[config.mk]
export PLATFORM = sky130hd
export DESIGN_NAME = elink_deser_gearbox
export DESIGN_NICKNAME = d
export VERILOG_FILES = /design/src/rtl/mopshub_elink_pkg.sv /design/src/rtl/elink_comma_match.sv /design/src/rtl/elink_deser_gearbox.sv
export SDC_FILE = /design/constraint.sdc
export NUM_CORES = 1
export LEC_CHECK = 0
export CORE_MARGIN = 2
export CORE_UTILIZATION = 50
export DETAILED_ROUTE_END_ITERATION = 7
export PLACE_DENSITY = 0.78
export SLEW_MARGIN = 30
export SYNTH_ARGS = -nofsm -noshare
export SYNTH_HDL_FRONTEND = slang
export SYNTH_SLANG_ARGS = --single-unit
export TNS_END_PERCENT = 30
[constraint.sdc]
create_clock -name clk -period 4.39 [get_ports clk]
set_clock_uncertainty 0.15 [all_clocks]
set_input_delay 0.6585 -clock clk [delete_from_list [all_inputs] [get_ports clk]]
set_output_delay 0.6585 -clock clk [all_outputs]
set_load 0.02 [all_outputs]
[src/rtl/mopshub_elink_pkg.sv]
// Shared definitions for the mopshub e-link receive and transmit channels.
//   - Default slice and word widths for the e-link path.
//   - K28.5 comma patterns in both running-disparity forms.
//   - A constant-evaluable ceiling-log2 helper for sizing counters.
package mopshub_elink_pkg;

   localparam int ELINK_IN_W  = 2;
   localparam int ELINK_OUT_W = 10;

   // K28.5, running-disparity-negative and running-disparity-positive forms.
   localparam logic [9:0] COMMA_P = 10'b0011111010;
   localparam logic [9:0] COMMA_N = 10'b1100000101;

   // Ceiling log2. Returns 0 for value <= 1.
   function automatic int clog2(input int value);
      int r;
      int v;
      r = 0;
      v = value - 1;
      while (v > 0) begin
         r = r + 1;
         v = v >> 1;
      end
      return r;
   endfunction

endpackage

[src/rtl/elink_comma_match.sv]
// Combinational comma detector.
// Compares an OUT_W-bit window against both disparity forms of the comma.
// Shared by the receive gearbox and the transmit-side checker.
//
// Ports:
//   win   - in,  OUT_W : window to test
//   match - out, 1     : window equals PAT_P or PAT_N
module elink_comma_match
   import mopshub_elink_pkg::*;
#(
   parameter int               OUT_W = ELINK_OUT_W,
   parameter logic [OUT_W-1:0] PAT_P = OUT_W'(mopshub_elink_pkg::COMMA_P),
   parameter logic [OUT_W-1:0] PAT_N = OUT_W'(mopshub_elink_pkg::COMMA_N)
) (
   input  logic [OUT_W-1:0] win,
   output logic             match
);

   assign match = (win == PAT_P) || (win == PAT_N);

endmodule

[src/rtl/elink_deser_gearbox.sv]
// E-link deserialising gearbox.
// Collects IN_W-bit slices into OUT_W-bit words and emits each word with a
// one-cycle valid strobe. Supports manual bitslip and, optionally, automatic
// re-framing on a K28.5 comma. Synchronous active-high reset.
//
// Ports:
//   clk        - in,  1     : system clock
//   rst        - in,  1     : synchronous active-high reset
//   din_valid  - in,  1     : din carries a new slice this cycle
//   din        - in,  IN_W  : e-link slice
//   bitslip    - in,  1     : drop the current slice (shifts word boundary)
//   word_out   - out, OUT_W : last assembled word, registered and held
//   word_valid - out, 1     : one-cycle pulse when word_out updates
//   comma_det  - out, 1     : pulse with word_valid when the word is a comma
//   locked     - out, 1     : word boundary established
//   phase      - out, PH_W  : slice index within the current word
module elink_deser_gearbox
   import mopshub_elink_pkg::*;
#(
   parameter int               IN_W      = ELINK_IN_W,
   parameter int               OUT_W     = ELINK_OUT_W,
   parameter int               LSB_FIRST = 1,
   parameter int               COMMA_EN  = 1,
   parameter logic [OUT_W-1:0] COMMA_P   = OUT_W'(mopshub_elink_pkg::COMMA_P),
   parameter logic [OUT_W-1:0] COMMA_N   = OUT_W'(mopshub_elink_pkg::COMMA_N),
   localparam int              DEPTH     = OUT_W / IN_W,
   localparam int              PH_W      = (clog2(DEPTH) < 1) ? 1 : clog2(DEPTH)
) (
   input  logic             clk,
   input  logic             rst,
   input  logic             din_valid,
   input  logic [IN_W-1:0]  din,
   input  logic             bitslip,
   output logic [OUT_W-1:0] word_out,
   output logic             word_valid,
   output logic             comma_det,
   output logic             locked,
   output logic [PH_W-1:0]  phase
);

   if ((OUT_W % IN_W) != 0 || OUT_W < IN_W) begin : g_bad_width
      $error("elink_deser_gearbox: OUT_W (%0d) must be an integer multiple of IN_W (%0d)",
             OUT_W, IN_W);
   end

   localparam logic [PH_W-1:0] LAST_PHASE = PH_W'(DEPTH - 1);

   logic [OUT_W-1:0] win;
   logic [OUT_W-1:0] win_next;
   logic             accept;
   logic             slip;
   logic             last_slice;
   logic             win_is_comma;
   logic             comma_hit;

   // Shifting through a concatenation keeps every bit of win referenced,
   // and degenerates to win_next = din when DEPTH == 1.
   if (LSB_FIRST != 0) begin : g_lsb_first
      assign win_next = OUT_W'({din, win} >> IN_W);
   end else begin : g_msb_first
      assign win_next = OUT_W'({win, din});
   end

   elink_comma_match #(
      .OUT_W (OUT_W),
      .PAT_P (COMMA_P),
      .PAT_N (COMMA_N)
   ) u_comma_match (
      .win   (win_next),
      .match (win_is_comma)
   );

   assign accept     = din_valid && !bitslip;
   assign slip       = din_valid && bitslip;
   assign last_slice = (phase == LAST_PHASE);
   assign comma_hit  = (COMMA_EN != 0) && win_is_comma;

   // NOTE: all state here is sequential and uses non-blocking assignments so
   // every register samples the pre-edge values of its neighbours; blocking
   // assignments would make the result depend on statement order.
   always_ff @(posedge clk) begin
      if (rst) begin
         win        <= '0;
         word_out   <= '0;
         phase      <= '0;
         word_valid <= 1'b0;
         comma_det  <= 1'b0;
         locked     <= 1'b0;
      end else begin
         // Strobes default low; they are raised only on an emitting slice.
         word_valid <= 1'b0;
         comma_det  <= 1'b0;

         if (slip) begin
            // Dropped slice: window and phase untouched, boundary no longer trusted.
            locked <= 1'b0;
         end else if (accept) begin
            win <= win_next;
            if (comma_hit) begin
               // Comma re-frames the boundary regardless of the current phase;
               // a comma landing on the last slice still emits only once.
               word_out   <= win_next;
               word_valid <= 1'b1;
               comma_det  <= 1'b1;
               locked     <= 1'b1;
               phase      <= '0;
            end else if (last_slice) begin
               word_out   <= win_next;
               word_valid <= 1'b1;
               phase      <= '0;
               if (COMMA_EN == 0) begin
                  locked <= 1'b1;
               end
            end else begin
               phase <= phase + 1'b1;
            end
         end
      end
   end

endmodule
# Yosys cells after proc, flatten, opt, wreduce, memory -nomap -nowiden
# Index checks and enable logic that the tools add are counted.
# totals
ff_bits	26
inputBits	6
word_cells	29
# op_classes
addsub	1
n_eq_ne	3
n_mux	7
n_bitwise	2
reduce_logical	10
# op_table
operator	n
10-bit two-way mux	2
10-bit == test, second input constant	1
10-bit by 8-bit == test with 1-bit output, second input constant	1
3-bit two-way mux	2
2-bit AND reduction	2
3-bit by 1-bit adder with 3-bit output, second input constant	1
3-bit == test, second input constant	1
1-bit two-way mux	3
3-bit AND reduction	1
3-bit OR reduction	1
1-bit logical AND	2
1-bit inverter	2
2-bit nonzero test	1
2-bit OR reduction	1
1-bit logical NOT	1
1-bit logical OR	1

# Logic depth before layout (Yosys ltp)
# Gate-level depths: netlist of the first run.
# logic_depth
depth_word	4
ltp_mapped	6
ltp_nobuf	5

# Cells and area by module
# From an unflattened synthesis of the first run, not the netlist that was laid out.
# hier_totals
hier_cells	90
hier_area_um2	904.6
# by_module_without_submodules
mod	n_inst	cells_per_inst	area_each_um2	seq_area_each_um2
elink_deser_gearbox	1	84	843.3	480.5
elink_comma_match	1	6	61.3	0.0

# Worst setup path after synthesis of the first run
# OpenSTA, ideal clock, no wires.
# synth_path
path_kind	input port to flip-flop
startpoint	input din[0]
endpoint	register word_out[0]
t_arrival_ns	1.649
required_time_ns	4.168
path_slack_ns	2.519
cell_stages	5
cell_sequence	and4bb_1 nand4b_1 a31oi_4 buf_12 mux2i_1
# synth_between
elab_chain_len	4
word_cells_on_any_way	6
classes_between	eq/ne (2); mux (1); reduce/logical (3)
# synth_lines
element	line_no	text
from (decl)	elink_deser_gearbox.sv:32	input logic [IN_W-1:0] din,
10-bit by 8-bit == test with 1-bit output / 10-bit == test (equally long branches)	elink_comma_match.sv:19	assign match = (win == PAT_P) || (win == PAT_N);
1-bit logical OR (*)	elink_comma_match.sv:19	
2-bit nonzero test (no source line)	n/a	
3-bit AND reduction (no source line)	n/a	
to (signal assigned)	elink_deser_gearbox.sv:102	word_out <= win_next;
to (signal assigned)	elink_deser_gearbox.sv:108	word_out <= win_next;
to (decl)	elink_deser_gearbox.sv:34	output logic [OUT_W-1:0] word_out,
# Every way passes the cells marked *; elsewhere a longest branch is shown, timed or not.
# A chain may end at the register's enable or synchronous reset.

# Worst setup path after layout of the first run
# Same ends and word-level chain as after synthesis.

==> results of run 1 <==
## registers in the layout, summed over array words and instances (netlist names)
signal      cells
word_valid      1
word_out       10
phase           3
locked          1
comma_det       1
win             8
## cells by family (layout without fill, tap and decap cells)
group / count (synthesis) / in the layout / synth area share (%)
AND/OR/NAND/NOR: 53 / 53 / 28.9
flip-flops: 24 / 24 / 45.2
AO/OA/AOI/OAI: 12 / 12 / 7.76
multiplexers: 10 / 10 / 9.41
buffers and inverters: 9 / 27 / 4.71
adder cells (fa/ha/maj): 2 / 2 / 2.35
XOR/XNOR: 2 / 2 / 1.65
## cell usage in the layout, fill, tap and decap left out, drive strengths merged
cell type,count
a21o,1
a21oi,9
a221oi,1
a31oi,1
and2,1
and4b,1
and4bb,2
clkbuf,3
clkdlybuf4s50,21
dfxtp,24
ha,2
inv,3
mux2i,10
nand2,20
nand2b,20
nand4b,2
nor2,1
nor2b,2
nor3,2
nor4b,1
or2b,1
xnor2,1
xor2,1
## final timing paths
path | from | end | slack, ps
hold reg to reg | locked$_SDFFE_PP0P_ | locked$_SDFFE_PP0P_ | 330
setup / recovery | din[0] | word_out[0]$_SDFFE_PP0P_ | 2140
setup reg to reg | win[4]$_SDFFE_PP0P_ | word_out[0]$_SDFFE_PP0P_ | 2540
hold / removal | locked$_SDFFE_PP0P_ | locked$_SDFFE_PP0P_ | 330
## power by group
group / switching, uW / internal [uW] / total [uW]
Clock: 57.9 / 32.0 / 89.9
Combinational: 13.0 / 12.8 / 25.8
Sequential: 2.93 / 220 / 223
Total: 73.9 / 265 / 339
## metal layers
layer / vias to the layer above / routed length, microns
li1: 409 / -
met1: 339 / 864
met2: 22 / 844
met3: 2 / 76
met4: 0 / 18
met5: - / 0
## per-stage QoR
stage | hold WS, ps | total power (uW) | std cells | utilization, % | cell area (sq um)
2_1_floorplan | 304 | 243 | 112 | - | 1060
3_3_place_gp | 310 | 253 | 154 | 64.0 | 1270
3_5_place_dp | 311 | 254 | 154 | 64.0 | 1270
4_1_cts | 328 | 345 | 157 | 65.2 | 1290
5_1_grt | 358 | 359 | 157 | 65.2 | 1290
6_report | 325 | 339 | 157 | 65.2 | 1290
## cell type report
cell class	instances	area, sq um	share of cell area, %
repair buffers	21	210	16.3
well taps	27	33.8	2.62
inverters	3	11.3	0.872
multi-input cells	79	533	41.3
clock buffers	3	22.5	1.74
flip-flops and latches	24	480	37.2
## worst min-delay path, delay by kind of cell, from the launching register on
family,cells,cell delay (ps)
AO/OA/AOI/OAI,1,60
flip-flops,1,320
buffers and inverters,1,50
==> metrics list, run 1 <==
* Estimated wirelength of the detail-placed design: approximately 1300 microns
- Aggregate negative setup slack: 0 ps
- Max-Slew Margin vs Limit: 39.7%
- Antenna cell count: 0
* Met1 capacity usage during global routing: 19.7%
- Met3 layer usage reported by global route: between 2 and 3%
- Tightest Pin Transition: 902 ps
* Initial antenna violation count: 0
- I/O Pins: 22
- Smallest setup slack after layout: about 2100 ps
- Critical-path top delay cell: sky130_fd_sc_hd__a31oi_4
- The most used flip-flop cell after synthesis is sky130_fd_sc_hd__dfxtp_1.
- Total of fill cells in the finished design: approximately 160
- The initial utilization of the core area, before any placement, comes to 53.7%.
- Final Net Count: 140
* Horiz. Die Dim: 50.1 microns
- Mapped cell area: around 0.0011 sq mm
- Setup repair after global routing left no endpoint under its margin.
- During synthesis, Yosys emitted a total of 0 warnings.
- Max H-tree Level: 1
- Timing-limited maximum frequency: between 400 and 500 MHz
* Count of instances resized after the clock tree is built: 0
- The most common cell in the synthesized netlist is sky130_fd_sc_hd__dfxtp_1.
* Aggregate global-route resource usage: between 15 and 20%
- Layer with the highest usage: met2
* Number of input and output port buffers inserted: 21
- Global routing finished with a remaining overflow of 0.
* Starting DRT DRC Count: 21
- Worst Setup Start Kind: primary input
- CTS saw 24 sinks.
* Ranking of synthesized cells by area: sky130_fd_sc_hd__dfxtp_1 45%, sky130_fd_sc_hd__nand2b_1 12%, sky130_fd_sc_hd__mux2i_1 9.4%
* Post-place setup slack: around 1800 ps
- In the final layout, the share of cells above drive strength 1 is between 3 and 4%.
- Cts bufs inserted: 3
- Synth top area share: a little under half
- In this run, synthesis inferred 0 flip-flops with an integrated enable.
- Summing over every cut layer, the via total after detailed routing is between 700 and 800.
* Required time worst endpoint: 4480 ps
- In this run the worst hold path is classified as reg -> reg.
- Clk pin slew, worst setup/hold paths: 120 ps
- The count of pins over their slew limit came to 0.
* Static leakage power: 0.000414 uW
- Sequential element share of the synthesized area: between 40% and 50%
* Synthesized instance count: 112
* PwrDens: 262 mW/mm^2
- Maximum buffer depth of the clock tree: 2
- Count of antenna-violating nets left after detailed routing: 0
* Layout overhead on the synthesized area: 21.4%
- Worst reg-to-reg path cell count: 4
* Setup crit end kind: flip-flop
- The signal on the critical path passes through clkdlybuf4s50_1, and4bb_1, nand4b_1, a31oi_4, mux2i_1.
* Wire length of the first global-routing pass: approximately 3200 microns
- The number of setup buffers added after CTS is 0.
* Classification of the worst setup path: in -> reg
- The first TritonRoute pass finished after 4 iterations.
* Maximum fanout encountered on the critical timing path: 13
- Crit path DAT: ~2300 ps
* Residual DRC count: 0
- Run status: completed
- After detailed routing, the average wire length per cell comes to roughly 11 microns.
- The number of buffers and inverters on the critical path is 1.
* Biggest area consumer among synthesized cells: sky130_fd_sc_hd__dfxtp_1
* Vertical die dimension: around 50 microns
* Number of vias per cell: slightly below 5
* Count of final hold-check violations: 0
- The total area inside the core boundary comes to just under 0.002 sq mm.
* Post-synth net total: 120
- Entering global routing, the biggest net connects 35 pins.
* Critical Path Max Stage Delay: approximately 520 ps
* GR met2 Demand/Resource: approximately 28%
- The routed design has roughly 1800 microns of wire.
- Async S/R FF share, synth: 0%
- Std cell rows: 16
- The die covers 0.00251 sq mm.
- Cts-stage hold buffer count: 0
* Final number of setup-violating endpoints: 0
- Worst IR Drop VDD: about 0.19 mV
- Family with the most delay on the worst path: compound AO/OA/AOI/OAI gates
* Max capacitance violation total: 0
- Post-route clock period utilization: about half
* Final critical path time including I/O delays and setup: approximately 2300 ps
* Number of distinct standard cells referenced by the synthesized netlist: 23
* Total of flip-flops plus latches after synthesis: 24
- The commonest cells after synthesis are 24 x sky130_fd_sc_hd__dfxtp_1, 20 x sky130_fd_sc_hd__nand2_1, 20 x sky130_fd_sc_hd__nand2b_1.
* CTS tree: yes
* Path length in cells of the critical path: 5
* Hold depth: 2
- Number of global-route vias before repair: around 740
* Worst skew pair latency: 300 ps
- Root Buffer: sky130_fd_sc_hd__clkbuf_4
- Post-Syn Area per Cell: about 9.5 sq um
* Placer's final routability congestion estimate: a little over 0.7
No activity file was read; power rests on OpenSTA's default activity.
==> run 2: changes to the inputs <==
--- a/config.mk
+++ b/config.mk
@@ -6,9 +6,9 @@
 export NUM_CORES = 1
 export LEC_CHECK = 0
 export CORE_MARGIN = 2
-export CORE_UTILIZATION = 50
+export CORE_UTILIZATION = 49
 export DETAILED_ROUTE_END_ITERATION = 7
-export PLACE_DENSITY = 0.78
+export PLACE_DENSITY = 0.77
 export SLEW_MARGIN = 30
 export SYNTH_ARGS = -nofsm -noshare
 export SYNTH_HDL_FRONTEND = slang
==> constraint.sdc (replaced) <==
create_clock -name clk -period 2.3 [get_ports clk]
set_clock_uncertainty 0.15 [all_clocks]
set_input_delay 0.345 -clock clk [delete_from_list [all_inputs] [get_ports clk]]
set_output_delay 0.345 -clock clk [all_outputs]
set_load 0.02 [all_outputs]
==> run 2 against run 1 <==
Compared with the run above: clock power rose by 98%; die area is 1.9% higher; sequential power increased by 91%; flip-flop and latch count did not move; routed wire length is 11% higher; critical path type is now reg -> out; highest routed layer unchanged.
==> metrics list, run 2 (synthesis results as in run 1) <==
* Starting DRT DRC Count: 6
- Crit path DAT: 1340 ps
- Max-cap violations in this run came to 0.
- For the worst setup path, the data required time is between 1500 and 2000 ps.
* Max-Slew Margin vs Limit: 81.6%
- Aggregate global-route resource usage: about 18%
- For this run, the number of standard cells in the final layout without fillers is 161.
* Starting density of the core: 53.1%
* Cts bufs inserted: 3
* Crit path buffers/inverters: 1
- I/O Pins: 22
* Max H-tree Level: 1
- Root Buffer: sky130_fd_sc_hd__clkbuf_4
* Most used cells in the layout excluding fill and tap cells: 24 x sky130_fd_sc_hd__dfxtp_1, 21 x sky130_fd_sc_hd__clkdlybuf4s50_1, 20 x sky130_fd_sc_hd__nand2b_1, 20 x sky130_fd_sc_hd__nand2_1, 10 x sky130_fd_sc_hd__mux2i_1
* Estimated wirelength of the detail-placed design: ~1500 microns
- The slowest stage of the critical path belongs to the cell sky130_fd_sc_hd__clkdlybuf4s50_1.
- The flow ran to the end, and the final reports show no timing, DRC or antenna violations.
- The routed design has approximately 2000 microns of wire.
- Relative to the synthesized area, the layout overhead comes to 25.4%.
* Std-Cell Core Area: ~0.002 sq mm
* Flip-flop count of the largest register after layout: 10
- Area used by multi-input combinational logic: between 500 and 600 sq um
- Final Net Count: 144
- Placer's final routability congestion estimate: 0.744
- The hold violation total from the final report is 0.
- The min-delay analysis places its worst path in the category reg -> reg.
* Area taken by flip-flops and latches: 480 sq um
- At the pin with the least slew margin, the transition time is 275 ps.
- Static leakage power: 0.000437 uW
* Number of input and output port buffers inserted: 21
* Worst Setup Start Kind: flip-flop
- Classification of the worst setup path: reg -> out
* Maximum fanout encountered on the critical timing path: 4
- For this design the ratio of total power to cell area is 493 mW/mm^2.
* Worst IR Drop VDD: about 0.3 mV
- Of the cells placed in the final design, the portion with a size suffix greater than 1 is around 6.7%.
- Setup violations remaining at the end of the flow were counted as 0.
- Buffer count from post-CTS setup fixing: 0
* Final design instance area without fill: ~0.0013 sq mm
* Antenna cell count: 0
- The number of global-route vias before repair was 779.
- The die covers between 0.002 and 0.003 sq mm.
- In this run the vertical extent of the chip is just over 50 microns.
- TritonCTS built the clock tree.
- Most frequent standard cell in the layout excluding fill and tap cells: sky130_fd_sc_hd__dfxtp_1
- In this run the remaining antenna-violating nets after routing total 0.
- The floorplan has 16 rows.
* Initial antenna violation count: 0
* Post-route clock period utilization: between 70% and 80%
- Vias: between 800 and 900
- The worst setup path is captured at an output pin.
* Wire length of the first global-routing pass: 3510 microns
* Maximum buffer depth of the clock tree: 2
* Largest registers: word_out: 10 flops, win: 8 flops, phase: 3 flops
- Max-slew violation total from the final report: 0
- Setup repair after global routing missed its margin: false
- Using the TritonRoute via totals, the vias-per-cell ratio works out to 5.07.
- Count of clock tree sinks: 24
- Largest Register: word_out
* Number of placed instances with taps included: 158
- Dividing the detail-routed wire length by the instance count gives between 10 and 15 microns.
- For this run, the top clock speed supported by timing is between 500 and 600 MHz.
- Gr ovfl total: 0
* Family with the most delay on the worst path: buffers and inverters
- For this run, design rule violations remaining after detail routing come to 0.
* Final critical path time including I/O delays and setup: 1840 ps
* Worst skew pair latency: about 310 ps
* Drt first pass iters: 4
- Total of fill cells in the finished design: around 150
- The critical path goes through clkdlybuf4s50_1.
- Post-CTS repair changed the size of 0 cells.
* Aggregate negative setup slack: 0 ps
- Clk pin slew, worst setup/hold paths: 120 ps
- Cell area after placement: about 0.0013 sq mm
- Entering global routing, the biggest net connects 35 pins.
- Cts-stage hold buffer count: 0
* Critical Path Max Stage Delay: between 600 and 700 ps
* Horiz. Die Dim: a little over 50 microns
==> run 2: cell count changes in the layout (fill, tap and decap cells not counted), sizes merged <==
cell | before | now
buf | 0 | 4
==> run 2: final timing paths <==
check / from / endpoint / slack [ps] / depth (start not counted)
max: phase[0]$_SDFFE_PP0P_ / phase[0] / 460 / 1
min reg2reg: word_out[2]$_SDFFE_PP0P_ / word_out[2]$_SDFFE_PP0P_ / 340 / 2
max reg2reg: win[7]$_SDFFE_PP0P_ / word_out[7]$_SDFFE_PP0P_ / 650 / 5
min: word_out[2]$_SDFFE_PP0P_ / word_out[2]$_SDFFE_PP0P_ / 340 / 2
==> run 2: cell type report <==
type	instances	share of cell area (%)
Clock buffer	3	1.69
Inverter	3	0.844
Multi-Input combinational cell	79	40.0
Sequential cell	24	36.0
Tap cell	27	2.53
Timing Repair Buffer	25	18.9
==> run 2: power by group <==
| group | switching (uW) | internal (uW) | total (uW) |
|---|---|---|---|
| clock network | 117 | 61.2 | 178 |
| logic | 26.3 | 27.6 | 53.9 |
| registers | 5.67 | 420 | 426 |
==> run 2: per-layer routing <==
| layer | vias to the layer above | part of all wire (%) | GRT usage (%) |
|---|---|---|---|
| li1 | 418 | - | - |
| met1 | 384 | 49 | 23.6 |
| met2 | 11 | 47 | 29.2 |
| met3 | 4 | 2.3 | 2.68 |
| met4 | 0 | 1.5 | 6.76 |
| met5 | - | 0 | 0 |
==> run 2: metrics by stage <==
stage | power, uW | hold WS, ps | setup WS, ps | util, %
after global placement | 488 | 309 | 244 | 65.5
after floorplan | 465 | 304 | 732 | -
after global routing | 688 | 364 | 394 | 66.6
after CTS | 663 | 337 | 450 | 66.6
after detailed placement | 489 | 313 | 205 | 65.5
final | 658 | 336 | 461 | 66.6
